## src/rtl/seven_seg_mux_driver.sv

```systemverilog
// Time-multiplexed common-anode seven-segment driver with a shadow register,
// anode guard time, per-digit decimal points and leading-zero suppression.
module seven_seg_mux_driver #(
    parameter int NDIGITS     = 4,
    parameter int REFRESH_DIV = 50000,
    parameter int GUARD       = 1,
    parameter int HEX_MODE    = 1
) (
    input  logic                   clk,
    input  logic                   reset,
    input  logic [4*NDIGITS-1:0]   digits,
    input  logic [NDIGITS-1:0]     dp_in,
    input  logic                   load,
    input  logic                   blank,
    input  logic                   lz_en,
    output logic [NDIGITS-1:0]     an,
    output logic [7:1]             seg,
    output logic                   dp
);

    localparam int CNT_W = (REFRESH_DIV > 1) ? $clog2(REFRESH_DIV) : 1;
    localparam int IDX_W = (NDIGITS > 1) ? $clog2(NDIGITS) : 1;
    localparam logic [CNT_W-1:0] CNT_LAST  = CNT_W'(REFRESH_DIV - 1);
    localparam logic [IDX_W-1:0] IDX_LAST  = IDX_W'(NDIGITS - 1);
    localparam logic [CNT_W-1:0] GUARD_END = CNT_W'(GUARD);

    logic [4*NDIGITS-1:0] shadow_digits;
    logic [NDIGITS-1:0]   shadow_dp;
    logic [CNT_W-1:0]     cnt;
    logic [IDX_W-1:0]     idx;

    logic [3:0]           cur_val;
    logic                 cur_dp;
    logic                 upper_zero;
    logic                 suppressed;
    logic                 active;
    logic [NDIGITS-1:0]   an_next;
    logic [7:1]           seg_next;
    logic                 dp_next;

    // Active-low a..g; values 10..15 go blank when only BCD is wanted.
    function automatic logic [7:1] decode(input logic [3:0] v);
        logic [7:1] s;
        case (v)
            4'h0: s = 7'b0000001;
            4'h1: s = 7'b1001111;
            4'h2: s = 7'b0010010;
            4'h3: s = 7'b0000110;
            4'h4: s = 7'b1001100;
            4'h5: s = 7'b0100100;
            4'h6: s = 7'b0100000;
            4'h7: s = 7'b0001111;
            4'h8: s = 7'b0000000;
            4'h9: s = 7'b0000100;
            4'hA: s = 7'b0001000;
            4'hB: s = 7'b1100000;
            4'hC: s = 7'b0110001;
            4'hD: s = 7'b1000010;
            4'hE: s = 7'b0110000;
            default: s = 7'b0111000;
        endcase
        if (HEX_MODE == 0 && v > 4'd9) s = 7'b1111111;
        return s;
    endfunction

    always_ff @(posedge clk) begin
        if (reset) begin
            shadow_digits <= '0;
            shadow_dp     <= '0;
        end else if (load) begin
            shadow_digits <= digits;
            shadow_dp     <= dp_in;
        end
    end

    always_ff @(posedge clk) begin
        if (reset) begin
            cnt <= '0;
            idx <= '0;
        end else if (cnt == CNT_LAST) begin
            cnt <= '0;
            idx <= (idx == IDX_LAST) ? '0 : idx + 1'b1;
        end else begin
            cnt <= cnt + 1'b1;
        end
    end

    // A digit is suppressed when it and every digit above it are zero.
    always_comb begin
        cur_val    = shadow_digits[int'(idx)*4 +: 4];
        cur_dp     = shadow_dp[int'(idx)];
        upper_zero = 1'b1;
        suppressed = 1'b0;
        for (int i = NDIGITS - 1; i >= 1; i--) begin
            upper_zero = upper_zero && (shadow_digits[4*i +: 4] == 4'd0);
            if (idx == IDX_W'(i)) suppressed = lz_en && upper_zero;
        end
        active = (cnt >= GUARD_END) && !blank && !suppressed;
        for (int i = 0; i < NDIGITS; i++) begin
            an_next[i] = !(active && idx == IDX_W'(i));
        end
        seg_next = active ? decode(cur_val) : 7'b1111111;
        dp_next  = active ? ~cur_dp : 1'b1;
    end

    always_ff @(posedge clk) begin
        if (reset) begin
            an  <= '1;
            seg <= 7'b1111111;
            dp  <= 1'b1;
        end else begin
            an  <= an_next;
            seg <= seg_next;
            dp  <= dp_next;
        end
    end

endmodule
```

## config.mk

```make
export PLATFORM = sky130hd
export DESIGN_NAME = seven_seg_mux_driver
export DESIGN_NICKNAME = d
export VERILOG_FILES = /design/src/rtl/seven_seg_mux_driver.sv
export SDC_FILE = /design/constraint.sdc
export NUM_CORES = 1
export LEC_CHECK = 0
export CELL_PAD_IN_SITES_DETAIL_PLACEMENT = 2
export CELL_PAD_IN_SITES_GLOBAL_PLACEMENT = 2
export CORE_ASPECT_RATIO = 1.4
export CORE_UTILIZATION = 35
export DETAILED_ROUTE_END_ITERATION = 8
export GPL_TIMING_DRIVEN = 0
export PLACE_DENSITY = 0.81
export REMOVE_ABC_BUFFERS = 1
export SETUP_SLACK_MARGIN = 0.15
export SYNTH_ARGS = -nofsm -noshare
export SYNTH_HDL_FRONTEND = slang
export SYNTH_SLANG_ARGS = --single-unit
```

## constraint.sdc

```tcl
create_clock -name clk -period 5.27 [get_ports clk]
set_clock_uncertainty 0.2 [all_clocks]
set_input_delay 1.3175 -clock clk [delete_from_list [all_inputs] [get_ports clk]]
set_output_delay 1.3175 -clock clk [all_outputs]
set_load 0.01 [all_outputs]
```

==> metrics.yaml <==
netlist_area_um2: 2330
cap_viol_max_count: 0
syn-instance-count: 246
grt_start_max_net_pins: 26
fillers: 699
seq_area_um2: 1000
cp-end-kind: "flop"
relSlewSlack_pct: 17.5
syn_to_final_growth_pct: 22.5
gp_congestion: 0.769
maxSlewViolCount: 0
first_pass_iters: 5
crit_fanout: 25
peakVddDrop_mv: 0.193
cts.sinks: 50
die_y_um: 98.5
hp-class: "reg2reg"
pre_cts_ws_ns: 1.41
cts.clk_slew.worst_paths_ns: 0.09
dp_hpwl_mm: 4.45
grt_pass1_vias: 2089
multiInputGateArea_um2: 1220
vias: 1871
synth_top_cell_by_area: "dfxtp_1"
finalCritPeriodShare_pct: 66.3
global_route.overflow_total: 0
boundaryPins: 37
ys_types: 36
drive_above_1_share_pct: 6.47
async_flop_share_pct: 0
hold_viol_final: 0
synth.most_common_cell: "dfxtp_1"
synth_area_leaders: "dfxtp_1 (43%), mux2i_1 (10%), ha_1 (7.0%)"
status: "complete, no violations"
post_dp_cell_area_um2: 2740
wl_mm: 5.74
crit_type: "in2reg"
initial_core_util_pct: 37.0
p_leak_nw: 1.07
nets: 315
wl_per_cell_um: 16.4
rsz0062_at_grt: "no"
antenna_found_initial: 0
die_area_um2: 6980
core_area_um2: 6300
hold_ws_ns: 0.299
syn_area_per_cell_um2: 9.46
tightest_slew_ns: 1.23
ctsLongestPathBuffers: 2
synth_edf_count: 0
tns_ns: 0
ys_seq_area_share_pct: 43.0
start_kind: "input pin"
finalSetupViolations: 0
port_buffers: 36
p_per_area_nw_per_um2: 269
totalPowerFinal_uw: 768
root_buffer: "clkbuf_8"
clkLatencyLatePin_ns: 0.31
required_ns: 5.20
synthFlopType: "dfxtp_1"
synth_common_cells: "dfxtp_1 (50), nor2_1 (38), mux2i_1 (24), inv_1 (17), nand3_1 (14)"
cts_resized: 0
fin_area_um2: 2850
synth_seq_cells: 50
num_rows: 34
cts_buffers: 5
ant_nets: 0
ctsHoldBuffers: 0
drc: 0
fin_crit_ns: 3.49
max_freq_mhz: 286
post_cts_buffers: 0
cts-htree-levels: 2
grt_pass1_wl_mm: 9.76
die_w_um: 70.9
drtIter0Drc: 49
cts_tree: "done"
synth_warnings: 0
arrival_ns: 3.43
netlist.area_leader.share_pct: 43.0
gr-usage-all-layers_pct: 17.8
vias_per_cell: 5.35
antennaDiodeCount: 0
setup_ws_ns: 1.78
worst max-delay path: stages:
cell and delay [ns]:
clkdlybuf4s50_1 0.91, a311oi_2 0.98, o2111ai_1 0.21
state kept, by name (all words and copies together), names as in the netlist:
| name | cells |
|---|---|
| idx | 2 |
| cnt | 16 |
| seg | 7 |
| shadow_dp | 4 |
| an | 4 |
| shadow_digits | 16 |
| dp | 1 |
cell families after synthesis:
kind of cell    Yosys count  share of synthesized area [%]
fa+ha+maj                13                           6.99
buf+inv                  29                           4.79
flops                    50                           43.0
compound gates           20                           5.70
simple gates             93                           19.8
xor+xnor                 12                           4.52
mux                      29                           15.2
per-stage QoR:
step	instances	utilization, %
6_report	350	45.3
5_1_grt	350	45.3
4_1_cts	350	45.3
3_5_place_dp	342	43.5
3_3_place_gp	342	43.4
2_1_floorplan	234	-
path summary, 6_finish.rpt:
check                                                  to                      start  cells after the start  slack (ns)
worst max-delay path                    seg[2]$_SDFF_PP1_                      reset                      3        1.78
worst min-delay path            shadow_dp[3]$_SDFFE_PP0P_  shadow_dp[3]$_SDFFE_PP0P_                      2        0.30
worst max register to register         cnt[14]$_SDFF_PP0_         cnt[11]$_SDFF_PP0_                      4        2.77
worst min register to register  shadow_dp[3]$_SDFFE_PP0P_  shadow_dp[3]$_SDFFE_PP0P_                      2        0.30
power breakdown:
part           internal (mW)  switching, mW
registers              0.393         0.0111
clock network          0.141          0.131
logic                 0.0499         0.0409
cells in the final DEF, fill, tap and decap left out, drive strengths merged, types with 2 or more instances in the layout:
| cell type | synthesis | routed |
|---|---|---|
| dfxtp | 50 | 50 |
| nor2 | 38 | 38 |
| clkdlybuf4s50 | 0 | 36 |
| mux2i | 24 | 24 |
| inv | 17 | 17 |
| nand3 | 14 | 14 |
| ha | 13 | 13 |
| xnor2 | 10 | 10 |
| nand2 | 7 | 7 |
| nand4 | 7 | 7 |
| nor4 | 6 | 6 |
| mux4 | 5 | 5 |
| a21oi | 5 | 5 |
| o21ai | 5 | 5 |
| clkbuf | 10 | 5 |
| nor3 | 4 | 4 |
| or3 | 4 | 4 |
| or4 | 4 | 4 |
| a21o | 2 | 2 |
| nand2b | 2 | 2 |
| o2111ai | 2 | 2 |
| xor2 | 2 | 2 |
| clkinvlp | 0 | 2 |
cell type report:
type,count,area share [%]
clock buffers,5,2.41
clock inverters,3,1.58
repair buffers,36,12.6
inverters,17,2.24
multi-input cells,167,42.8
well taps,72,3.16
flip-flops and latches,50,35.1
routing by layer:
| layer | global-route usage (%) | routed length [µm] | up-vias |
|---|---|---|---|
| met4 | 5.54 | 64 | 0 |
| met1 | 17.4 | 2150 | 931 |
| met5 | 0 | 0 | - |
| met2 | 36.8 | 3420 | 24 |
| met3 | 2.86 | 107 | 5 |
| li1 | - | - | 911 |
(Power assumes the default switching activity.)
